`src/rtl/reg_wb_queue.sv`:
```
// reg_wb_queue: writeback FIFO that drives the register-file write port
//   and exposes pending/bypass lookup information for decode.
// Ports:
//   clk, rst_n         clock, synchronous active-low reset
//   in_valid/in_ready  writeback request handshake; in_addr/in_data payload
//   flush              drop every queued write
//   hold               write port busy; head is kept and re-presented
//   write/rd_addr/rd_in  register-file write port
//   pending            one bit per writable register with a queued write
//   lookup_addr/hit/data  youngest-entry bypass query
//   count              occupied entries
//   ovf_err            sticky push-while-not-ready error
module reg_wb_queue #(
    parameter int REG_WIDTH = 8,
    parameter int DEPTH     = 4,
    parameter int ADDR_W    = 2
) (
    input  logic                       clk,
    input  logic                       rst_n,
    input  logic                       in_valid,
    output logic                       in_ready,
    input  logic [ADDR_W-1:0]          in_addr,
    input  logic [REG_WIDTH-1:0]       in_data,
    input  logic                       flush,
    input  logic                       hold,
    output logic                       write,
    output logic [ADDR_W-1:0]          rd_addr,
    output logic [REG_WIDTH-1:0]       rd_in,
    output logic [(1<<ADDR_W)-1:0]     pending,
    input  logic [ADDR_W-1:0]          lookup_addr,
    output logic                       lookup_hit,
    output logic [REG_WIDTH-1:0]       lookup_data,
    output logic [$clog2(DEPTH):0]     count,
    output logic                       ovf_err
);
    localparam int PW = $clog2(DEPTH);

    logic [PW:0]          wr_ptr_q, wr_ptr_d, rd_ptr_q, rd_ptr_d;
    logic                 ovf_q, ovf_d;
    logic [ADDR_W-1:0]    addr_q [DEPTH];
    logic [REG_WIDTH-1:0] data_q [DEPTH];
    logic                 push;
    logic [PW-1:0]        slot;

    always_comb begin
        // Forcing the occupancy to zero while in reset makes every derived
        // output idle even before the pointers have been cleared.
        count       = rst_n ? wr_ptr_q - rd_ptr_q : '0;
        in_ready    = rst_n & ~flush & (count != (PW+1)'(DEPTH));
        write       = rst_n & ~flush & ~hold & (count != '0);
        push        = in_valid & in_ready;
        rd_addr     = (count != '0) ? addr_q[rd_ptr_q[PW-1:0]] : '0;
        rd_in       = (count != '0) ? data_q[rd_ptr_q[PW-1:0]] : '0;
        wr_ptr_d    = wr_ptr_q + (PW+1)'(push);
        rd_ptr_d    = flush ? wr_ptr_q : rd_ptr_q + (PW+1)'(write);
        ovf_d       = ovf_q | (in_valid & ~in_ready & rst_n & ~flush);
        ovf_err     = ovf_q;
        pending     = '0;
        lookup_hit  = 1'b0;
        lookup_data = '0;
        slot        = '0;
        // Walk oldest to youngest so a later match overrides an earlier one.
        for (int k = 0; k < DEPTH; k++) begin
            slot = rd_ptr_q[PW-1:0] + PW'(k);
            if ((PW+1)'(k) < count) begin
                pending[addr_q[slot]] = 1'b1;
                if (addr_q[slot] == lookup_addr) begin
                    lookup_hit  = 1'b1;
                    lookup_data = data_q[slot];
                end
            end
        end
    end

    always_ff @(posedge clk) begin
        if (!rst_n) begin
            wr_ptr_q <= '0;
            rd_ptr_q <= '0;
            ovf_q    <= 1'b0;
        end else begin
            wr_ptr_q <= wr_ptr_d;
            rd_ptr_q <= rd_ptr_d;
            ovf_q    <= ovf_d;
        end
    end

    always_ff @(posedge clk) begin
        if (push) begin
            addr_q[wr_ptr_q[PW-1:0]] <= in_addr;
            data_q[wr_ptr_q[PW-1:0]] <= in_data;
        end
    end
endmodule

```
`config.mk`:
```
export PLATFORM = sky130hd
export DESIGN_NAME = reg_wb_queue
export DESIGN_NICKNAME = d
export VERILOG_FILES = /design/src/rtl/reg_wb_queue.sv
export SDC_FILE = /design/constraint.sdc
export NUM_CORES = 1
export LEC_CHECK = 0
export BUFFER_PORTS_ARGS = -buffer_cell sky130_fd_sc_hd__buf_4
export CORE_MARGIN = 2
export CORE_UTILIZATION = 25
export CTS_BUF_LIST = sky130_fd_sc_hd__clkbuf_16
export DETAILED_ROUTE_END_ITERATION = 7
export PLACE_DENSITY = 0.49
export SYNTH_ARGS = -nofsm -noshare
export SYNTH_HDL_FRONTEND = slang
export SYNTH_SLANG_ARGS = --single-unit
```
`constraint.sdc`:
```
create_clock -name clk -period 3.5 [get_ports clk]
set_clock_uncertainty 0.15 [all_clocks]
set_input_delay 0.35 -clock clk [delete_from_list [all_inputs] [get_ports clk]]
set_output_delay 0.35 -clock clk [all_outputs]
set_load 0.02 [all_outputs]
```
* Word level (Yosys, flattened, before mapping)
Memory sizes are Yosys's and may differ from the RTL's. A register that Yosys moved wholly into a read port is not among the register bits.
Cells that the tools add are included.
W data, S select, Z words.
** Cells by class
- Add/sub/neg operators :: 6
- $mul :: 0
- Div/mod/pow operators :: 0
- $lt $le $gt $ge :: 12
- Eq/ne operators :: 5
- Shifts and indexed selects :: 0
- Multiplexer cells :: 36
- Bitwise logic cells :: 15
- Reduce and logical (&&, ||, !) cells :: 5
** Operators with widths (number)
- $mux W8 :: 9
- $mux W4 :: 4
- $mux W1 :: 14
- $lt A2 B3 Y1 const B :: 4
- $or A4 B4 Y4 :: 3
- $and A1 B1 Y1 :: 8
- $demux W1 S2 :: 4
- $eq A2 B2 Y1 :: 4
- $ge A2 B1 Y1 const B :: 4
- $add A3 B1 Y3 :: 2
- $lt A1 B3 Y1 const A :: 2
- $lt A2 B3 Y1 const A :: 2
- $mux W2 :: 3
- $mux W3 :: 2
- $add A2 B2 Y2 const B :: 2
- $logic_and A1 B1 Y1 :: 4
- $ne A3 B3 Y1 const B :: 1
- $not A1 Y1 :: 3
- $reduce_bool A3 Y1 :: 1
- $sub A3 B3 Y3 :: 1
- $add A2 B1 Y2 const B :: 1
- $or A1 B1 Y1 :: 1
** Storage, ports and cells
- Register bits after elaboration :: 7
- Bits in latches :: 0
- RAM bits :: 40
- ROM bits :: 0
- Bits of input ports :: 17
- Output and inout port bits :: 29
- Word-level logic and storage cells :: 84
- Memories kept :: 2
** Memories
- data_q :: words 4, width 8, rd ports 4, clocked after Yosys merged registers in 1, wr ports 1, line 41 : logic [REG_WIDTH-1:0] data_q [DEPTH];
- addr_q :: words 4, width 2, rd ports 4, clocked after Yosys merged registers in 1, wr ports 1, line 40 : logic [ADDR_W-1:0] addr_q [DEPTH];

* Longest topological paths before layout
Gate-level depths: netlist (run 1).
An unclocked memory read counts as a cell.
- Word-level depth :: 12
- Gate-level depth with buffers :: 14
- Mapped depth without buffers :: 14

* Worst setup path before layout (run 1)
OpenSTA, ideal clock, no wires.
- Kind :: reg-to-reg
- From :: register rd_ptr_q[1]
- To :: memory addr_q[0][0] (enable)
- Setup time :: 390 ps
- Arrival time :: 2890 ps
- Required time :: 2960 ps
- Setup slack :: 70 ps
- Stages on the path, launching flop included :: 11
- Period minus slack after synthesis :: 3430 ps
- Cells stage by stage :: dfxtp_1 -> buf_6 -> inv_1 -> clkbuf_1 -> fa_1 -> xnor3_1 -> nand2_1 -> nor2_1 -> nor2_1 -> nand2_1 -> nor3_1
** On the way
- Word-level cells in the longest chain between the ends :: 7
** Ends and longest elaborated chain
- start, declared :: line 38 : logic [PW:0] wr_ptr_q, wr_ptr_d, rd_ptr_q, rd_ptr_d;
- start signal, assigned :: line 82 : rd_ptr_q <= rd_ptr_d;
- $sub A3 B3 Y3 :: line 48 : count = rst_n ? wr_ptr_q - rd_ptr_q : '0;
- $mux W3 :: line 48
- $ne A3 B3 Y1 :: line 49 : in_ready = rst_n & ~flush & (count != (PW+1)'(DEPTH));
- $and A1 B1 Y1 :: line 49
- net in_ready :: line 21 : output logic in_ready,
- $and A1 B1 Y1 :: line 51 : push = in_valid & in_ready;
- $mux W1 :: line 88 : if (push) begin
- $mux W1 (implied by the code) :: line 89 : addr_q[wr_ptr_q[PW-1:0]] <= in_addr;
- end, declared :: line 40
The timed path passes the listed nets, and every way through them passes these cells.

* Worst setup path after layout (run 1)
- From :: register wr_ptr_q[0]
- To :: output lookup_data[6]
** On the way
- Word-level cells in the longest chain between the ends :: 10
** Ends and longest elaborated chain
- start, declared :: line 38
- start signal, assigned :: line 81 : wr_ptr_q <= wr_ptr_d;
- $sub A3 B3 Y3 (*) :: line 48
- $mux W3 (*) :: line 48
- $lt A1 B3 Y1 :: line 65 : if ((PW+1)'(k) < count) begin
- $mux W8 :: line 65
- $mux W8 :: line 67 : if (addr_q[slot] == lookup_addr) begin
- $mux W8 :: line 65
- $mux W8 :: line 67
- $mux W8 :: line 65
- $mux W8 :: line 67
- $mux W8 (*) :: line 65
- end, declared :: line 32 : output logic [REG_WIDTH-1:0] lookup_data,
Every way passes the cells marked *; elsewhere a longest branch is shown, timed or not.

==> results of run 1 <==
==> kinds of logic after synthesis <==
group / share of synthesized area [%]
AOI/OAI and AO/OA: 10.5
xor gates and xnor gates: 3.60
adders and majority gates: 2.50
buffers and inverters: 4.73
DFF: 40.6
muxes: 21.8
and+or+nand+nor: 16.3
==> worst max-delay path: stages (launching register included) <==
cell	delay [ns]
sky130_fd_sc_hd__dfxtp_1	0.34
sky130_fd_sc_hd__inv_1	0.10
sky130_fd_sc_hd__ha_1	0.15
sky130_fd_sc_hd__inv_1	0.04
sky130_fd_sc_hd__fa_1	0.36
sky130_fd_sc_hd__xnor3_1	0.29
sky130_fd_sc_hd__nand2_1	0.20
sky130_fd_sc_hd__a211oi_4	0.31
sky130_fd_sc_hd__buf_6	0.20
sky130_fd_sc_hd__o31ai_1	0.08
sky130_fd_sc_hd__a31oi_1	0.24
sky130_fd_sc_hd__buf_4	0.20
==> power by group through the flow <==
stage / combinational [mW] / clock (mW) / sequential [mW]
floorplan: 0.107 / 0 / 0.629
global placement: 0.173 / 0 / 0.630
detailed placement: 0.174 / 0 / 0.631
CTS: 0.174 / 0.462 / 0.618
global route: 0.187 / 0.492 / 0.619
finish: 0.172 / 0.449 / 0.619
==> worst max-delay path by stage <==
| stage | startpoint | end | slack (ns) | depth (start not counted) |
|---|---|---|---|---|
| after global placement | wr_ptr_q[0] | lookup_data[6] | 0.38 | 11 |
| after floorplan | rd_ptr_q[1] | addr_q[0][0] | 0.07 | 10 |
| after global routing | wr_ptr_q[0] | lookup_data[6] | 0.01 | 11 |
| after CTS | wr_ptr_q[0] | lookup_data[6] | 0.03 | 11 |
| final | wr_ptr_q[0] | lookup_data[6] | 0.19 | 11 |
| after detailed placement | wr_ptr_q[0] | lookup_data[6] | 0.35 | 11 |
==> routing by layer <==
metal | vias to the layer above | routed length (µm)
met2 | 50 | 4010
met5 | - | 0
li1 | 1184 | -
met4 | 0 | 144
met3 | 11 | 254
met1 | 1207 | 3430
==> area by class of cell <==
class	instances	area, µm²	area share, %
multi-input cells	214	1810	45.1
flip-flops and latches	47	1340	33.5
repair buffers	63	477	11.9
well taps	172	215	5.36
clock buffers	5	125	3.12
inverters	6	22.5	0.561
clock inverters	3	20.0	0.498
==> registers in the layout (all words and copies together) (netlist names) <==
register,flops
data_q,32
addr_q,8
rd_ptr_q,3
wr_ptr_q,3
ovf_err,1
==> repair_timing <==
item,4_1_cts,5_1_grt
gates resized for setup,0,3
setup endpoints to repair,0,8
buffers inserted,0,3
==> cell usage in the layout (no fill, tap or decap), drive strengths merged, types with 2 or more instances in the layout <==
cell type / netlist / layout
buf: 16 / 63
edfxtp: 40 / 40
nand2: 39 / 39
mux4: 19 / 19
mux2i: 18 / 18
nor2b: 13 / 13
o211ai: 10 / 10
mux2: 9 / 9
nand3b: 9 / 9
a31oi: 9 / 9
and2: 8 / 8
nor3: 8 / 8
nor2: 8 / 8
o31ai: 8 / 8
nand3: 7 / 7
dfxtp: 7 / 7
xor2: 6 / 6
inv: 6 / 6
nand2b: 5 / 5
xnor2: 5 / 5
ha: 5 / 5
clkbuf: 4 / 5
a21oi: 3 / 3
and3: 3 / 3
o21ai: 3 / 3
o21a: 3 / 3
a211oi: 3 / 3
or3: 2 / 2
o31a: 2 / 2
clkinv: 0 / 2
==> impl_summary.log, run 1 <==
[metrics] outcome: completed
[metrics] # fillers: 1,317
[metrics] capture instance of the worst register-to-register path: rd_ptr_q[2]
[metrics] switching component of the power: 0.287 mW
[metrics] number of rows in the core area: 41
[metrics] internal power: 0.953 mW
[metrics] vias in the first global route: 2,440
[metrics] post-synthesis cell type with the largest combined area: sky130_fd_sc_hd__edfxtp_1
[metrics] DIE HEIGHT: 119 µm
[metrics] core outline area: 12,800 µm²
[metrics] unique cell type count in the Yosys netlist: 48
[metrics] Area growth, synth to finish: 21.6%
[metrics] hold-fix buffers at CTS: 0
[metrics] Tcrit/Tclk final: 94.6%
[metrics] Yosys reg bits: 47
[metrics] Max-slew headroom: 66.1%
[metrics] number of buffers inserted during clock tree synthesis: 5
[metrics] I/O Buffers: 45
[metrics] Worst Path Class, Setup: register to output port
[metrics] total non-filler cell area in the finished layout: 4020 µm²
[metrics] Iter 0 DRT Violations: 97
[metrics] number of standard cells after synthesis: 287
[metrics] part of the power in registers: 49.9%
[metrics] YS warnings: 0
[metrics] Syn Std Cell Area: 3300 µm²
[metrics] Clock Power Share: 36.2%
[metrics] unrepaired setup endpoints after global routing: false
[metrics] net count after synthesis: 310
[metrics] top achievable clock speed: 302 MHz
[metrics] post-layout net count: 360
[metrics] Synth top area share: 36.4%
[metrics] Leakage: 1.42 nW
[metrics] number of remaining DRC errors: 0
[metrics] biggest area contributors in the synthesized netlist: sky130_fd_sc_hd__edfxtp_1, sky130_fd_sc_hd__mux4_2, sky130_fd_sc_hd__mux2i_1, sky130_fd_sc_hd__nand2_1, sky130_fd_sc_hd__dfxtp_1
[metrics] initial core utilization: 25.9%
[metrics] H-tree level count: 2
[metrics] most used flip-flop cell after synthesis: sky130_fd_sc_hd__edfxtp_1
[metrics] drt total wl: 7830 µm
[metrics] source-to-sink clock delay at the later pin of the worst-skew pair: 0.28 ns
[metrics] syn_area_per_cell: 11.5 µm²
[metrics] number of placed instances, taps included: 499
[metrics] worst slack on hold paths: 0.122 ns
[metrics] number of vias in the routed layout: 2,452
[metrics] number of pins with negative max-slew slack in the final report: 0
[metrics] number of maximum-capacitance violations: 0
[metrics] reg2reg path depth: 13
[metrics] sw frac: 23.1%
[metrics] leading cell type by number of instances after synthesis: sky130_fd_sc_hd__edfxtp_1
[metrics] Util after Layout: 31.4%
[metrics] logic gate share of total power: 13.9%
[metrics] number of enable flip-flop cells after synthesis: 40
[metrics] minimum setup slack after placement: 0.351 ns
[metrics] share of post-route cells with drive strength above 1: 31.7%
[metrics] cell count of the worst hold path: 1
[metrics] total negative slack: 0 ns
[metrics] met3 Resource Use GR: 1.68%
[metrics] number of iterations in the first detailed-routing pass: 4
[metrics] GPL Wtd Cong: 0.814
[metrics] per-cell via count in the routed design: 4.81
[metrics] CTS root buffer: sky130_fd_sc_hd__clkbuf_16
[metrics] clock-pin slew on the worst setup and hold paths: 0.06 ns
[metrics] Clock Path Buffers: 2
[metrics] antenna cell count: 0
[metrics] sequential area share after synthesis: 40.6%
[metrics] grt met2 use: 19.9%
[metrics] peak fanout along the critical path: 12
[metrics] class of the tightest hold or removal check: primary input to register
[metrics] DRT antenna net count: 0
[metrics] Tmin final: 3.31 ns
[metrics] TritonCTS clock tree: built
[metrics] GRT Overall Usage: 11.1%
[metrics] arrival time at the worst endpoint: 2.81 ns
[metrics] HPWL Detailed: 5930 µm
[metrics] end point of the most critical hold path: data_q[3][1]
[metrics] category of the worst setup path capture point: output port
[metrics] routed length per placed instance: 15.4 µm
[metrics] source of the worst register-to-register timing path: wr_ptr_q[0]
[metrics] highest-utilization routing layer at the global route stage: met2
[metrics] Ports: 46
[metrics] top cells by count, synth: sky130_fd_sc_hd__edfxtp_1, sky130_fd_sc_hd__nand2_1, sky130_fd_sc_hd__mux2i_1, sky130_fd_sc_hd__mux4_2, sky130_fd_sc_hd__nor2b_1
[metrics] Power Dens Cells: 309 nW/µm²
[metrics] transition time at the pin with the least slew margin: 0.506 ns
[metrics] total clock sinks: 47
[metrics] pin count of the biggest net entering global routing: 34
[metrics] required time of the critical path: 3.00 ns
[metrics] reg2reg setup slack: 0.54 ns
[metrics] Die Span X: 119 µm
[metrics] Overflow after GRT: 0
[metrics] Async S/R FF share, synth: 0%
[metrics] count of placed standard cells in the final layout, fillers left out: 510
[metrics] total power: 1.24 mW
[metrics] post-placement cell area: 3840 µm²
[metrics] Final Hold Vio Count: 0
[metrics] wire length of the first global-routing pass: 12,400 µm
[metrics] DIE AREA: 14,100 µm²
[metrics] hold wc startpoint: in_data[1]
[metrics] final-report setup violation count: 0
[metrics] Max VDD drop: 0.000189 V
[metrics] startpoint class of the critical path: register
[metrics] global routing usage on met1: 13.5%
[metrics] minimum setup slack in the final design: 0.188 ns
[metrics] number of antenna violations at the first check in global routing: 0
Note: power is estimated with default switching activity, not from simulation.
==> run 2: changes to the inputs <==
--- a/config.mk
+++ b/config.mk
@@ -6,6 +6,7 @@
 export NUM_CORES = 1
 export LEC_CHECK = 0
 export BUFFER_PORTS_ARGS = -buffer_cell sky130_fd_sc_hd__buf_4
+export CORE_ASPECT_RATIO = 0.6
 export CORE_MARGIN = 2
 export CORE_UTILIZATION = 25
 export CTS_BUF_LIST = sky130_fd_sc_hd__clkbuf_16
==> run 2 against run 1 <==
Net effect:
- cell area is 1.6% lower
- clock power increased by 2%
- sequential power about the same
- sequential share of layout area up 0.53 points
- sequential cell count did not move
- highest routed layer unchanged
- largest cell class unchanged
- via count fell by 2.3%
- total power rose by 0.55%
- register-to-register slack worse by 0.07 ns
- critical endpoint is now lookup_data[1]
- critical path type unchanged
- utilization is 0.68 points lower
- first-iteration DRC count decreased by 7.2%
- maximum frequency down 0.53%
- critical path depth is 1 lower
==> impl_summary.log, run 2 (synthesized netlist as in run 1, its figures left out) <==
[metrics] Overflow after GRT: 0
[metrics] count of placed standard cells in the final layout, fillers left out: 501
[metrics] Leakage: 1.38 nW
[metrics] CTS root buffer: sky130_fd_sc_hd__clkbuf_16
[metrics] Worst Path Class, Setup: register to output port
[metrics] DRT antenna net count: 0
[metrics] HPWL Detailed: 6010 µm
[metrics] core outline area: 12,900 µm²
[metrics] antenna cell count: 0
[metrics] number of iterations in the first detailed-routing pass: 4
[metrics] pin count of the biggest net entering global routing: 55
[metrics] number of rows in the core area: 32
[metrics] commonest non-fill, non-tap cell in the layout: sky130_fd_sc_hd__buf_4
[metrics] number of remaining DRC errors: 0
[metrics] per-cell via count in the routed design: 4.78
[metrics] Ports: 46
[metrics] share of post-route cells with drive strength above 1: 29.9%
[metrics] arrival time at the worst endpoint: 2.83 ns
[metrics] Die Span X: 152 µm
[metrics] cell with the biggest individual delay on the critical path: sky130_fd_sc_hd__o21a_2
[metrics] class of the tightest hold or removal check: primary input to register
[metrics] cell-by-cell trace of the critical path: inv_1 > ha_1 > inv_1 > fa_1 > xnor3_1 > o21a_1 > o21a_2 > o211ai_1 > a31oi_1 > buf_4
[metrics] hold-fix buffers at CTS: 0
[metrics] transition time at the pin with the least slew margin: 0.611 ns
[metrics] TritonCTS clock tree: built
[metrics] startpoint class of the critical path: register
[metrics] Tmin final: 3.33 ns
[metrics] number of antenna violations at the first check in global routing: 0
[metrics] commonest cells after routing, fill and taps aside: sky130_fd_sc_hd__buf_4, sky130_fd_sc_hd__edfxtp_1, sky130_fd_sc_hd__nand2_1, sky130_fd_sc_hd__mux2i_1, sky130_fd_sc_hd__mux4_2
[metrics] total power: 1.25 mW
[metrics] # fillers: 1,304
[metrics] Final Hold Vio Count: 0
[metrics] category of the worst setup path capture point: output port
[metrics] final-report setup violation count: 0
[metrics] total clock sinks: 47
[metrics] Max-slew headroom: 59.2%
[metrics] source-to-sink clock delay at the later pin of the worst-skew pair: 0.28 ns
[metrics] number of pins with negative max-slew slack in the final report: 0
[metrics] outcome: completed
[metrics] number of vias in the routed layout: 2,395
[metrics] routed length per placed instance: 16.3 µm
[metrics] Max VDD drop: 0.000159 V
[metrics] post-layout net count: 353
[metrics] Power Dens Cells: 315 nW/µm²
[metrics] number of placed instances, taps included: 493
[metrics] Area growth, synth to finish: 19.7%
[metrics] I/O Buffers: 45
[metrics] register area: 1340 µm²
[metrics] area taken by multi-input logic gates: 1810 µm²
[metrics] DIE HEIGHT: 93.0 µm
[metrics] DIE AREA: 14,200 µm²
[metrics] unrepaired setup endpoints after global routing: false
[metrics] GRT Overall Usage: 11.7%
[metrics] vias in the first global route: 2,282
[metrics] number of maximum-capacitance violations: 0
[metrics] GPL Wtd Cong: 0.757
[metrics] Iter 0 DRT Violations: 90
[metrics] number of buffers inserted during clock tree synthesis: 5
[metrics] peak fanout along the critical path: 17
[metrics] total negative slack: 0 ns
[metrics] largest stage delay on the critical path: 0.40 ns
[metrics] library cell appearing most often on the critical path: sky130_fd_sc_hd__inv_1
[metrics] Clock Path Buffers: 2
[metrics] flip-flop count of the largest register, all copies and words added: 32
[metrics] clock-pin slew on the worst setup and hold paths: 0.06 ns
[metrics] top achievable clock speed: 300 MHz
[metrics] wire length of the first global-routing pass: 12,900 µm
[metrics] initial core utilization: 25.7%
[metrics] required time of the critical path: 3.00 ns
[metrics] Tcrit/Tclk final: 95.1%
[metrics] drt total wl: 8160 µm
[metrics] H-tree level count: 2
run 2: worst max-delay path: cells and delay by family, from the launching register on:
| kind | cells | cell delay (ns) |
|---|---|---|
| compound gates | 4 | 1.05 |
| fa+ha+maj | 2 | 0.51 |
| flops | 1 | 0.34 |
| buf+inv | 3 | 0.34 |
| xor+xnor | 1 | 0.30 |
run 2: metal layers:
| layer | global-route usage, % | wire [µm] |
|---|---|---|
| met3 | 2.22 | 258 |
| met5 | 0 | 0 |
| met4 | 1.87 | 34 |
| met2 | 17.5 | 3430 |
| met1 | 17.7 | 4440 |
run 2: final timing paths:
check	from	end	slack (ns)	cells past startpoint
hold / removal	in_data[1]	data_q[2][1]	0.12	1
setup reg to reg	wr_ptr_q[0]	data_q[2][5]	0.47	11
hold reg to reg	ovf_err	ovf_err	0.32	1
setup / recovery	wr_ptr_q[0]	lookup_data[1]	0.17	10
run 2: stage by stage:
step	cell area (µm²)	worst slack, ns	hold slack (ns)	util [%]
CTS	3950	0.133	0.112	30.7
global placement	3800	0.490	0.306	29.6
floorplan	3300	0.0703	0.299	-
global route	3950	0.0000810	0.109	30.8
finish	3950	0.171	0.116	30.8
detailed placement	3800	0.415	0.310	29.6
run 2: report_power, final:
| group | switching (mW) | leakage, nW | internal [mW] |
|---|---|---|---|
| Clock | 0.195 | 0.0710 | 0.261 |
| Sequential | 0.00456 | 0.419 | 0.614 |
| Combinational | 0.0971 | 0.890 | 0.0757 |
| Total | 0.297 | 1.38 | 0.950 |
run 2: layout make-up:
cell class | count | share of cell area, %
flip-flops and latches | 47 | 34.0
clock buffers | 5 | 3.16
multi-input cells | 214 | 45.8
repair buffers | 56 | 10.7
clock inverters | 3 | 0.411
inverters | 6 | 0.570
well taps | 170 | 5.38
run 2: what timing repair did:
| item | in CTS | in global routing |
|---|---|---|
| endpoints found under the setup margin | 0 | 5 |
| gates resized for setup | 0 | 2 |
| buffers inserted | 0 | 0 |
==> run 3: changes to the inputs <==
--- a/config.mk
+++ b/config.mk
@@ -11,7 +11,7 @@
 export CORE_UTILIZATION = 25
 export CTS_BUF_LIST = sky130_fd_sc_hd__clkbuf_16
 export DETAILED_ROUTE_END_ITERATION = 7
-export PLACE_DENSITY = 0.49
+export PLACE_DENSITY = 0.51
 export SYNTH_ARGS = -nofsm -noshare
 export SYNTH_HDL_FRONTEND = slang
 export SYNTH_SLANG_ARGS = --single-unit
==> constraint.sdc (replaced) <==
create_clock -name clk -period 2.8 [get_ports clk]
set_clock_uncertainty 0.15 [all_clocks]
set_input_delay 0.28 -clock clk [delete_from_list [all_inputs] [get_ports clk]]
set_output_delay 0.28 -clock clk [all_outputs]
set_load 0.02 [all_outputs]
==> run 3 against run 2 <==
Net effect:
- sequential share of layout area shrank 5.5 points
- largest cell class unchanged
- final cell count increased by 6.6%
- the run now ends with setup timing left
- combinational power increased by 69%
- sequential cell count stayed put
- largest power group unchanged
- cell area grew 20%
==> impl_summary.log, run 3 (synthesized netlist as in run 1, its figures left out) <==
[metrics] outcome: complete, but fails checks
[metrics] violated checks: setup timing
[metrics] cell-by-cell trace of the critical path: mux4_2 > xor2_1 > a211oi_4 > buf_6 > buf_8 > o211ai_1 > o31ai_4 > a31oi_4 > buf_6
[metrics] Area growth, synth to finish: 43.1%
[metrics] WP buf/inv: 3
[metrics] DIE HEIGHT: 93.0 µm
[metrics] startpoint class of the critical path: register
[metrics] Max-slew headroom: 74.1%
[metrics] total negative slack: -1.25 ns
[metrics] routed length per placed instance: 17.4 µm
[metrics] I/O Buffers: 45
[metrics] cell with the biggest individual delay on the critical path: sky130_fd_sc_hd__mux4_2
[metrics] transition time at the pin with the least slew margin: 0.378 ns
[metrics] clock-pin slew on the worst setup and hold paths: 0.06 ns
[metrics] commonest cells after routing, fill and taps aside: sky130_fd_sc_hd__buf_4, sky130_fd_sc_hd__edfxtp_1, sky130_fd_sc_hd__nand2_1, sky130_fd_sc_hd__mux4_2, sky130_fd_sc_hd__buf_6
[metrics] Final Hold Vio Count: 0
[metrics] TritonCTS clock tree: built
[metrics] Overflow after GRT: 0
[metrics] Worst Path Class, Setup: register to output port
[metrics] initial core utilization: 25.7%
[metrics] largest stage delay on the critical path: 0.57 ns
[metrics] CTS root buffer: sky130_fd_sc_hd__clkbuf_16
[metrics] HPWL Detailed: 6510 µm
[metrics] commonest non-fill, non-tap cell in the layout: sky130_fd_sc_hd__buf_4
[metrics] source of the worst register-to-register timing path: wr_ptr_q[0]
[metrics] pin count of the biggest net entering global routing: 30
[metrics] number of vias in the routed layout: 2,604
[metrics] Power Dens Cells: 346 nW/µm²
[metrics] total clock sinks: 47
[metrics] count of placed standard cells in the final layout, fillers left out: 534
[metrics] top achievable clock speed: 340 MHz
[metrics] wire length of the first global-routing pass: 14,900 µm
[metrics] H-tree level count: 2
[metrics] Max VDD drop: 0.000191 V
[metrics] Leakage: 1.68 nW
[metrics] minimum setup slack in the final design: -0.142 ns
[metrics] library cell appearing most often on the critical path: sky130_fd_sc_hd__buf_6
[metrics] number of maximum-capacitance violations: 0
[metrics] category of the worst setup path capture point: output port
[metrics] Clock Path Buffers: 2
[metrics] Die Span X: 152 µm
[metrics] cell family with the largest share of critical-path delay: multiplexers
[metrics] arrival time at the worst endpoint: 2.51 ns
[metrics] number of remaining DRC errors: 0
[metrics] number of placed instances, taps included: 519
[metrics] number of rows in the core area: 32
[metrics] number of antenna violations at the first check in global routing: 0
[metrics] minimum setup slack after placement: -0.0390 ns
[metrics] antenna cell count: 0
[metrics] share of post-route cells with drive strength above 1: 50.3%
[metrics] unrepaired setup endpoints after global routing: true
[metrics] number of iterations in the first detailed-routing pass: 4
[metrics] Iter 0 DRT Violations: 133
[metrics] source-to-sink clock delay at the later pin of the worst-skew pair: 0.29 ns
[metrics] vias in the first global route: 2,612
[metrics] Tmin final: 2.94 ns
[metrics] peak fanout along the critical path: 5
[metrics] hold-fix buffers at CTS: 0
[metrics] per-cell via count in the routed design: 4.88
[metrics] hold wc startpoint: in_data[0]
[metrics] class of the tightest hold or removal check: primary input to register
[metrics] final-report setup violation count: 13
[metrics] core outline area: 12,900 µm²
[metrics] post-layout net count: 386
[metrics] first element of the critical path: addr_q[2][0]
[metrics] number of cells on the critical path: 9
[metrics] cell count of the worst hold path: 1
[metrics] reg2reg path depth: 15
[metrics] flip-flop count of the largest register, all copies and words added: 32
[metrics] Util after Layout: 36.8%
[metrics] GPL Wtd Cong: 0.750
[metrics] DRT antenna net count: 0
[metrics] number of pins with negative max-slew slack in the final report: 0
[metrics] Ports: 46
[metrics] DIE AREA: 14,200 µm²
[metrics] number of buffers inserted during clock tree synthesis: 5
[metrics] Tcrit/Tclk final: 105%
[metrics] required time of the critical path: 2.37 ns
[metrics] drt total wl: 9300 µm
[metrics] GRT Overall Usage: 13.6%
## run 3: cell types whose count changed in the layout (fill, tap and decap cells not counted), moves of 3 or more
cell | before | now
sky130_fd_sc_hd__buf_6 | 1 | 16
sky130_fd_sc_hd__inv_1 | 6 | 2
sky130_fd_sc_hd__nor2b_1 | 13 | 6
sky130_fd_sc_hd__a31oi_4 | 0 | 3
sky130_fd_sc_hd__mux2i_1 | 17 | 14
sky130_fd_sc_hd__nor2b_2 | 0 | 5
sky130_fd_sc_hd__buf_12 | 0 | 7
sky130_fd_sc_hd__inv_2 | 1 | 4
sky130_fd_sc_hd__buf_4 | 55 | 64
sky130_fd_sc_hd__o31ai_4 | 0 | 6
sky130_fd_sc_hd__o31ai_1 | 8 | 0
sky130_fd_sc_hd__nor3_4 | 0 | 3
sky130_fd_sc_hd__a31oi_1 | 6 | 1
sky130_fd_sc_hd__nor3_1 | 8 | 3
## run 3: through the flow
stage / cell area (µm²) / hold WS, ns / power (mW)
after CTS: 4700 / 0.0335 / 1.65
after global routing: 4730 / 0.0346 / 1.70
after floorplan: 3440 / 0.229 / 0.937
final: 4730 / 0.0393 / 1.63
after detailed placement: 4180 / 0.311 / 1.05
after global placement: 4180 / 0.305 / 1.04
## run 3: repair_timing
item,CTS,global route
pin swaps,15,4
gates resized for setup,71,5
cloned,3,0
endpoints found under the setup margin,24,17
setup buffers,7,0
## run 3: cell type report
class	instances	area, µm²
Fill cell	1240	8130
Multi-Input combinational cell	215	2190
Sequential cell	47	1350
Timing Repair Buffer	88	816
Tap cell	170	213
Clock buffer	5	125
Inverter	6	22.5
Clock inverter	3	15.0
## run 3: power breakdown
part | internal [mW] | total (mW) | switching (mW)
Clock | 0.324 | 0.571 | 0.246
Combinational | 0.140 | 0.292 | 0.152
Sequential | 0.767 | 0.773 | 0.00584
## run 3: path summary, 6_finish.rpt
kind / slack (ns) / endpoint
max: -0.14 / lookup_data[1]
min: 0.04 / data_q[3][0]
max reg2reg: 0.12 / wr_ptr_q[2]
min reg2reg: 0.32 / ovf_err
## run 3: per-layer routing
metal | track usage, % | wire, µm | vias up
li1 | - | - | 1249
met1 | 20.2 | 4680 | 1289
met2 | 20.2 | 4050 | 58
met3 | 2.64 | 466 | 8
met4 | 3.43 | 101 | 0
met5 | 0 | 0 | -
